===== src/rtl/div_pkg.sv =====
// Shared types and default widths for the sequential restoring divider.
package div_pkg;

  localparam int DEF_DW = 17;
  localparam int DEF_VW = 8;
  localparam int CNT_W  = $clog2(DEF_DW);

  typedef enum logic [1:0] {
    IDLE = 2'd0,
    CALC = 2'd1,
    DONE = 2'd2
  } state_t;

endpackage


===== src/rtl/div_step.sv =====
// One restoring-division iteration: shift in the next dividend bit, then subtract the divisor if it fits.
module div_step
  import div_pkg::*;
#(
  parameter int VW = DEF_VW
) (
  input  logic [VW:0]   partial_rem,
  input  logic          dividend_bit,
  input  logic [VW-1:0] divisor,
  output logic [VW:0]   next_rem,
  output logic          quotient_bit
);

  logic [VW:0] trial_s;
  logic [VW:0] divisor_ext_s;

  assign trial_s       = {partial_rem[VW-1:0], dividend_bit};
  assign divisor_ext_s = {1'b0, divisor};

  // Trial compare and conditional subtraction.
  always_comb begin
    next_rem     = trial_s;
    quotient_bit = 1'b0;
    if (trial_s >= divisor_ext_s) begin
      next_rem     = trial_s - divisor_ext_s;
      quotient_bit = 1'b1;
    end else begin
      next_rem     = trial_s;
      quotient_bit = 1'b0;
    end
  end

endmodule


===== src/rtl/seq_divider.sv =====
// Iterative unsigned divider: one quotient bit per cycle, results returned over valid/ready.
module seq_divider
  import div_pkg::*;
#(
  parameter int DW = DEF_DW,
  parameter int VW = DEF_VW
) (
  input  logic          clk,
  input  logic          rst_n,
  input  logic          in_valid,
  output logic          in_ready,
  input  logic [DW-1:0] dividend,
  input  logic [VW-1:0] divisor,
  output logic          out_valid,
  input  logic          out_ready,
  output logic [DW-1:0] quotient,
  output logic [VW-1:0] remainder,
  output logic          div_by_zero
);

  localparam int CW = $clog2(DW);

  state_t        state_r;
  logic [DW-1:0] dividend_sr_r;
  logic [VW-1:0] divisor_r;
  logic [VW:0]   prem_r;
  logic [CW-1:0] count_r;
  logic          in_ready_r;
  logic          out_valid_r;
  logic [DW-1:0] quotient_r;
  logic [VW-1:0] remainder_r;
  logic          div_by_zero_r;

  logic [VW:0]   step_rem_s;
  logic          step_q_s;
  logic [DW-1:0] shifted_s;

  div_step #(.VW(VW)) u_step (
    .partial_rem  (prem_r),
    .dividend_bit (dividend_sr_r[DW-1]),
    .divisor      (divisor_r),
    .next_rem     (step_rem_s),
    .quotient_bit (step_q_s)
  );

  // The dividend register doubles as the quotient accumulator.
  assign shifted_s = {dividend_sr_r[DW-2:0], step_q_s};

  // Control FSM, iteration counter and datapath registers.
  always_ff @(posedge clk) begin
    if (!rst_n) begin
      state_r       <= IDLE;
      dividend_sr_r <= '0;
      divisor_r     <= '0;
      prem_r        <= '0;
      count_r       <= '0;
      in_ready_r    <= 1'b0;
      out_valid_r   <= 1'b0;
      quotient_r    <= '0;
      remainder_r   <= '0;
      div_by_zero_r <= 1'b0;
    end else begin
      case (state_r)
        IDLE: begin
          if (in_valid && in_ready_r) begin
            dividend_sr_r <= dividend;
            divisor_r     <= divisor;
            prem_r        <= '0;
            in_ready_r    <= 1'b0;
            if (divisor != '0) begin
              count_r       <= CW'(DW - 1);
              div_by_zero_r <= 1'b0;
              state_r       <= CALC;
            end else begin
              quotient_r    <= '1;
              remainder_r   <= dividend[VW-1:0];
              div_by_zero_r <= 1'b1;
              state_r       <= DONE;
            end
          end else begin
            in_ready_r <= 1'b1;
          end
        end
        CALC: begin
          dividend_sr_r <= shifted_s;
          prem_r        <= step_rem_s;
          if (count_r == '0) begin
            quotient_r  <= shifted_s;
            remainder_r <= step_rem_s[VW-1:0];
            out_valid_r <= 1'b1;
            state_r     <= DONE;
          end else begin
            count_r <= count_r - CW'(1);
          end
        end
        DONE: begin
          // A divide-by-zero enters DONE with out_valid still low; it rises one cycle later.
          if (!out_valid_r) begin
            out_valid_r <= 1'b1;
          end else if (out_ready) begin
            out_valid_r <= 1'b0;
            in_ready_r  <= 1'b1;
            state_r     <= IDLE;
          end else begin
            out_valid_r <= 1'b1;
          end
        end
        default: begin
          state_r     <= IDLE;
          out_valid_r <= 1'b0;
          in_ready_r  <= 1'b0;
        end
      endcase
    end
  end

  assign in_ready    = in_ready_r;
  assign out_valid   = out_valid_r;
  assign quotient    = quotient_r;
  assign remainder   = remainder_r;
  assign div_by_zero = div_by_zero_r;

endmodule


===== config.mk =====
export PLATFORM = sky130hd
export DESIGN_NAME = seq_divider
export DESIGN_NICKNAME = d
export VERILOG_FILES = /design/src/rtl/div_pkg.sv /design/src/rtl/div_step.sv /design/src/rtl/seq_divider.sv
export SDC_FILE = /design/constraint.sdc
export NUM_CORES = 1
export LEC_CHECK = 0
export BUFFER_PORTS_ARGS = -buffer_cell sky130_fd_sc_hd__clkbuf_2
export CAP_MARGIN = 20
export CORE_UTILIZATION = 56
export CTS_BUF_LIST = sky130_fd_sc_hd__clkbuf_8
export DETAILED_ROUTE_END_ITERATION = 8
export MAX_ROUTING_LAYER = met4
export PLACE_DENSITY = 0.79
export SKIP_CTS_REPAIR_TIMING = 1
export SYNTH_ARGS = -nofsm -noshare
export SYNTH_HDL_FRONTEND = slang
export SYNTH_HIERARCHICAL = 1
export SYNTH_SLANG_ARGS = --single-unit

===== constraint.sdc =====
create_clock -name clk -period 5 [get_ports clk]
set_input_delay 1.5 -clock clk [delete_from_list [all_inputs] [get_ports clk]]
set_output_delay 1.5 -clock clk [all_outputs]
set_load 0.01 [all_outputs]

== After elaboration in Yosys (flattened, before gate mapping) ==
Cells that the tools add are included.
W data, S select, Z words.

* $add $sub $neg: 2
* $lt $le $gt $ge: 1
* Equality and inequality tests: 9
* Multiplexer cells: 33
* Bitwise gates (word level): 2
* Reductions and logical operators: 12

{| class="wikitable"
|+ Operators with widths
! cell !! number
|-
| $mux W17 || 4
|-
| $pmux W17 S2 || 2
|-
| $mux W8 || 5
|-
| $pmux W8 S2 || 2
|-
| $mux W5 || 3
|-
| $ne A2 B2 Y1 const B || 7
|-
| $reduce_and A4 Y1 || 3
|-
| $mux W2 || 5
|-
| $pmux W5 S2 || 1
|-
| $ge A9 B8 Y1 || 1
|-
| $mux W1 || 8
|-
| $reduce_bool A8 Y1 || 1
|-
| $sub A8 B8 Y8 || 1
|-
| $pmux W1 S3 || 2
|-
| $pmux W2 S3 || 1
|-
| $reduce_and A2 Y1 || 3
|-
| $logic_not A5 Y1 || 1
|-
| $sub A5 B1 Y5 const B || 1
|-
| $reduce_and A3 Y1 || 1
|-
| $eq A2 B1 Y1 const B || 1
|-
| $eq A2 B2 Y1 const B || 1
|-
| $logic_not A2 Y1 || 1
|-
| $not A1 Y1 || 2
|-
| $reduce_bool A2 Y1 || 1
|-
| $logic_and A1 B1 Y1 || 1
|}

* Flip-flop bits (word level): 68
* Bits of input ports: 29
* Output and inout bits: 28
* Logic and storage cells: 69

== Longest topological paths before layout ==
Gate-level depths: netlist of the first run.

* Depth in word-level cells: 4
* Gate-level depth with buffers: 11
* Mapped depth without buffers: 11

== By module ==
Netlist of the first run, hierarchy kept.

{| class="wikitable"
|+ Modules (own cells, without submodules)
! module !! instances !! cells an instance !! area each (um^2) !! seq. area each (um^2)
|-
| seq_divider || 1 || 314 || 3050.4 || 1381.3
|-
| div_step || 1 || 76 || 546.8 || 0.0
|}

== Worst setup path before layout of the first run ==
No wires, ideal clock.

* Path kind: input -> register
* From: in divisor[7]
* To: reg quotient_r[10] (netlist: quotient[10])
* Setup time: 116 ps
* Arrival: 2792 ps
* Data required time: 4884 ps
* Slack: 2092 ps
* Cell stages on the path: 6
* Buffers on the path: 2
* Path through: nor4_1 -> a21bo_2 -> buf_2 -> clkbuf_1 -> nand4b_1 -> o211a_1

* Word-level cells in the longest chain between the ends: 3

{| class="wikitable"
|+ Ends and longest elaborated chain
! what !! line !! text
|-
| start, declared || seq_divider.sv:13 || <nowiki>input logic [VW-1:0] divisor,</nowiki>
|-
| $reduce_bool A8 Y1 || seq_divider.sv:70 || <nowiki>if (divisor != '0) begin</nowiki>
|-
| $ne A2 B2 Y1 (no source line) || n/a ||
|-
| $reduce_and A4 Y1 (no source line) || n/a ||
|-
| end signal, assigned || seq_divider.sv:88 || <nowiki>quotient_r <= shifted_s;</nowiki>
|-
| end, declared || seq_divider.sv:30 || <nowiki>logic [DW-1:0] quotient_r;</nowiki>
|}

No other way between the ends.
A chain may end at the register's enable or synchronous reset.

== Final worst setup path of the first run ==
* From: in divisor[3]
* To: reg quotient_r[1] (netlist: quotient[1])

Same word-level chain as after synthesis.

==> results of run 1 <==
-- sequential cells by signal, indices dropped and copies added (netlist names) --
signal and flops:
div_by_zero 1, in_ready 1, count_r 5, out_valid 1, remainder 8, state_r 2, divisor_r 8, quotient 17
prem_r 8, dividend_sr_r 17
-- power groups by stage --
stage               Sequential [mW]  Combinational (mW)  Clock [mW]
CTS                           0.745                1.09       0.455
global route                  0.762                1.23       0.481
global placement              0.751                1.05           0
finish                        0.747                1.13       0.446
detailed placement            0.756                1.08           0
floorplan                     0.758               0.886           0
-- per-layer routing --
metal | vias to the layer above | part of all wire | wire (µm) | GRT usage
met3 | 13 | 0.047 | 375 | 0.0607
met1 | 1457 | 0.47 | 3760 | 0.347
met4 | 0 | 0.0097 | 78 | 0.0750
li1 | 1487 | - | - | -
met5 | - | 0 | 0 | -
met2 | 83 | 0.47 | 3810 | 0.400
-- worst max-delay path by stage --
stage,from,endpoint,slack (ps),depth (start not counted)
6_report,divisor[3],quotient[1]$_SDFFE_PN0P_,1410,5
3_3_place_gp,divisor[3],remainder[5]$_SDFFE_PN0P_,1260,5
4_1_cts,divisor[3],quotient[1]$_SDFFE_PN0P_,1450,5
2_1_floorplan,divisor[7],quotient[10]$_SDFFE_PN0P_,2090,6
5_1_grt,divisor[3],quotient[10]$_SDFFE_PN0P_,1270,5
3_5_place_dp,divisor[3],quotient[1]$_SDFFE_PN0P_,1090,5
-- layout make-up --
cell class                      count  share of cell area
Inverter                           19              0.0180
Clock inverter                      7              0.0173
Tap cell                           75              0.0236
Clock buffer                        9              0.0312
Multi-Input combinational cell    262               0.486
Timing Repair Buffer               59              0.0813
Sequential cell                    68               0.343
-- worst max-delay path, delay by kind of cell --
family	cells	cell delay, ps
simple gates	2	1450
compound gates	2	810
buf+inv	1	90
-- stage by stage --
step	hold WS, ps	setup slack [ps]
finish	458	1410
global placement	446	1260
detailed placement	448	1090
floorplan	436	2090
CTS	458	1450
global route	484	1270
==> results.cfg, run 1 <==
[run_status]
status = finished, final reports clean

[placement]
port_buffers = 56
dp_hpwl_um = 5430
dp.cells = 482
placed_cell_area_mm2 = 0.00375
gp_congestion = 0.873

[cells_and_area]
fin_nets = 461
final_design_area_no_fill_mm2 = 0.00397
finish.cell_count_without_fillers = 499
fillCellCount = 496
area.sequential_mm2 = 0.00136
most-common-layout-cells = dfxtp_1, clkbuf_2, nor2_1
fraction_of_final_layout_cells_sized_beyond_drive_strength_1 = 0.205
multi_input_area_mm2 = 0.00193
insertedDiodeCount = 0
finish.utilization = 0.663
most_common_cell_after_layout_fill_and_taps_aside = dfxtp_1
synthToLayoutAreaGrowth_pct = 12.8

[sta]
max_slew_margin = 0.349
period_minus_slack_ps = 3590
finalCritPeriodShare = 0.718
setup-violations-final = 0
timing.fmax_mhz = 279
fin_skew_ps = 12.3
timing.final.max_slew_violations = 0
grt_setup_unrepaired = false
tightestPinTransition_ps = 977
setup_total_negative_slack_ps = 0
hold_viol_final = 0

[routing]
antenna_violating_nets_post_route = 0
post_drt_via_cell_ratio = 6.09
detail_route.drc_violations = 0
drt-pass1-iter-count = 4
drt-wirelength-per-cell_um = 16.1
routed_wirelength_um = 8010
drtIter0Drc = 221
route.vias.total = 3040

[clock_network]
clk_root_buffer_cell = clkbuf_8
cts_made_buffers = 9
clk-insertion-delay-late_ps = 340
cts.sinks = 68
cts.reportedPaths.clkPinSlew_ps = 80
tritoncts_clock_tree = done
clock_path_buffers = 2
cts_h_tree_depth = 3

[yosys]
synth_nets = 422
syn_avg_cell_area_um2 = 9.26
post_synth_inst_count = 380
post_synth_instance_area_mm2 = 0.00352
synth_warnings = 6

[die]
die-area_mm2 = 0.00660
io-pin-count = 57
initial_core_util = 0.587
die_width_um = 81.3
placementRows = 28
core_region_area_mm2 = 0.00599
die_h_um = 81.3

[power_and_ir_drop]
sw_frac_of_total = 0.414
share_clk_of_total_power = 0.192
comb_pwr_share = 0.486
p_per_cell_area_mw_per_mm2 = 584
max-vdd-ir-drop_mv = 0.313
net_sw_power_mw = 0.961
leakage_power_summed_over_all_cells_nw = 1.82
pwr-share-seq = 0.322
design_power_total_mw = 2.32
cellInternalPower_mw = 1.36

[critical_path]
cp-start-kind = input pin
worst_r2r_src = state_r[0]$_SDFFE_PN0P_
slowest_delay_ps = 860
timing.critical_path.cells = clkbuf_2 -> nor4_1 -> a21bo_2 -> and2_1 -> o211a_1
worstSetupPathType = in -> reg
critPathCaptureType = flip-flop
rr_endpoint = quotient[1]$_SDFFE_PN0P_
cp_slowest_cell = and2_1
ff2ff_path_depth = 6
worst_reg2reg_setup_slack_ps = 1930
arrival_ps = 3870
maximum_fanout_along_the_worst_path = 27
critical_path_required_ps = 5280

[hold_path]
worst_hold_path_class = reg -> reg
holdPathEnd = divisor_r[6]$_SDFFE_PN0P_
number_of_cells_on_the_worst_hold_path = 2
hp-start = divisor_r[6]$_SDFFE_PN0P_

[run]
max_capacitance_violation_count = 0

[global_routing]
first_global_vias = 2761
overflow = 0
wire_length_of_the_first_global_routing_pass_um = 12900
grt_max_degree = 45
global_router_s_overall_resource_usage = 0.263
grt_antenna_before_repair = 0
Power figures use the tool's default switching activity.
==> run 2, diff against run 1 <==
- CORE_UTILIZATION: 56 -> 53
- PLACE_DENSITY: 0.79 -> 0.78
- clock period: 5 -> 3.3 ns (I/O delays scaled with it)
==> results.cfg, run 2 (same netlist as run 1, synthesis figures left out) <==
[hold_path]
number_of_cells_on_the_worst_hold_path = 2
hp-start = div_by_zero$_SDFFE_PN0P_
worst_hold_path_class = reg -> reg
holdPathEnd = div_by_zero$_SDFFE_PN0P_

[critical_path]
arrival_ps = 2960
worst_reg2reg_setup_slack_ps = 570
worst_r2r_src = divisor_r[1]$_SDFFE_PN0P_
maximum_fanout_along_the_worst_path = 9
rr_endpoint = remainder[3]$_SDFFE_PN0P_
cp-start-kind = flip-flop
critical_path_required_ps = 3530
worstSetupPathType = reg -> reg
critPathCaptureType = flip-flop
ff2ff_path_depth = 10

[cells_and_area]
finish.cell_count_without_fillers = 507
most-common-layout-cells = dfxtp_1, clkbuf_2, nor2_1
finish.utilization = 0.635
fin_nets = 467
most_common_cell_after_layout_fill_and_taps_aside = dfxtp_1
insertedDiodeCount = 0
synthToLayoutAreaGrowth_pct = 15.3
fillCellCount = 536
fraction_of_final_layout_cells_sized_beyond_drive_strength_1 = 0.216

[sta]
worst_slack_ps = 567
setup_total_negative_slack_ps = 0
timing.final.max_slew_violations = 0
finalCritPeriodShare = 0.828
timing.fmax_mhz = 366
period_minus_slack_ps = 2730
tightestPinTransition_ps = 665
hold_viol_final = 0
max_slew_margin = 0.557
grt_setup_unrepaired = false
hold_ws_ps = 456
setup-violations-final = 0
fin_skew_ps = 5.89

[placement]
dp_hpwl_um = 5510
gp_congestion = 0.920
dp.cells = 491
port_buffers = 56
pre_cts_ws_ps = 607

[clock_network]
clk-insertion-delay-late_ps = 340
cts.reportedPaths.clkPinSlew_ps = 70
cts_h_tree_depth = 3
tritoncts_clock_tree = done
cts.sinks = 68
clk_root_buffer_cell = clkbuf_8
clock_path_buffers = 2
cts_made_buffers = 9

[global_routing]
wire_length_of_the_first_global_routing_pass_um = 13700
grt_max_degree = 53
first_global_vias = 2948
global_router_s_overall_resource_usage = 0.248
overflow = 0
grt_antenna_before_repair = 0

[die]
die-area_mm2 = 0.00697
core_region_area_mm2 = 0.00639
initial_core_util = 0.551
placementRows = 29
io-pin-count = 57
die_h_um = 83.5
die_width_um = 83.5

[routing]
post_drt_via_cell_ratio = 6.02
drt-pass1-iter-count = 4
drt-wirelength-per-cell_um = 16.0
antenna_violating_nets_post_route = 0
drtIter0Drc = 226
detail_route.drc_violations = 0
route.vias.total = 3050
routed_wirelength_um = 8100

[power_and_ir_drop]
p_per_cell_area_mw_per_mm2 = 909
leakage_power_summed_over_all_cells_nw = 1.88
max-vdd-ir-drop_mv = 0.593

[run]
max_capacitance_violation_count = 0

[run_status]
status = finished, final reports clean
[run 2: layout make-up]
class | count | area [µm²] | share of cell area
tap | 77 | 96.3 | 0.0238
inverter | 19 | 71.3 | 0.0176
clock buffer | 9 | 124 | 0.0305
multi-input combinational | 262 | 1930 | 0.475
timing repair buffer | 65 | 360 | 0.0888
sequential | 68 | 1360 | 0.336
clock inverter | 7 | 115 | 0.0284
[run 2: stage by stage]
stage | instance area [µm²] | total power [mW]
global placement | 3820 | 2.79
CTS | 4060 | 3.68
finish | 4060 | 3.69
detailed placement | 3820 | 2.84
floorplan | 3520 | 2.49
global route | 4060 | 3.92
[run 2: how the worst max path moves through the flow]
stage	cells past startpoint	endpoint	startpoint
floorplan	11	remainder[4]$_SDFFE_PN0P_	divisor_r[4]$_SDFFE_PN0P_
global placement	6	remainder[2]$_SDFFE_PN0P_	divisor[7]
detailed placement	10	remainder[5]$_SDFFE_PN0P_	divisor_r[1]$_SDFFE_PN0P_
CTS	10	remainder[3]$_SDFFE_PN0P_	divisor_r[1]$_SDFFE_PN0P_
global route	10	remainder[3]$_SDFFE_PN0P_	divisor_r[1]$_SDFFE_PN0P_
finish	10	remainder[3]$_SDFFE_PN0P_	divisor_r[1]$_SDFFE_PN0P_
[run 2: where the power goes]
part           leakage [nW]  internal (mW)  total, mW  switching [mW]
Combinational          1.21          0.717       1.72            1.01
Sequential            0.553           1.01       1.13           0.127
Clock                 0.121          0.501      0.833           0.332
Total                  1.88           2.22       3.69            1.46
[run 2: critical path, stage by stage (launching register included)]
cell and delay (ps):
dfxtp_1 390, inv_1 70, ha_1 300, nand2b_1 80
a211oi_1 380, a22o_1 290, or2_1 380, mux2_4 350
mux2i_1 130, nand3_1 100, o211a_1 150
[run 2: metal layers]
metal	up-vias	wire, µm	track usage
li1	1505	-	-
met1	1444	3730	0.309
met2	92	3890	0.401
met3	9	375	0.0514
met4	0	96	0.0894
met5	-	0	-
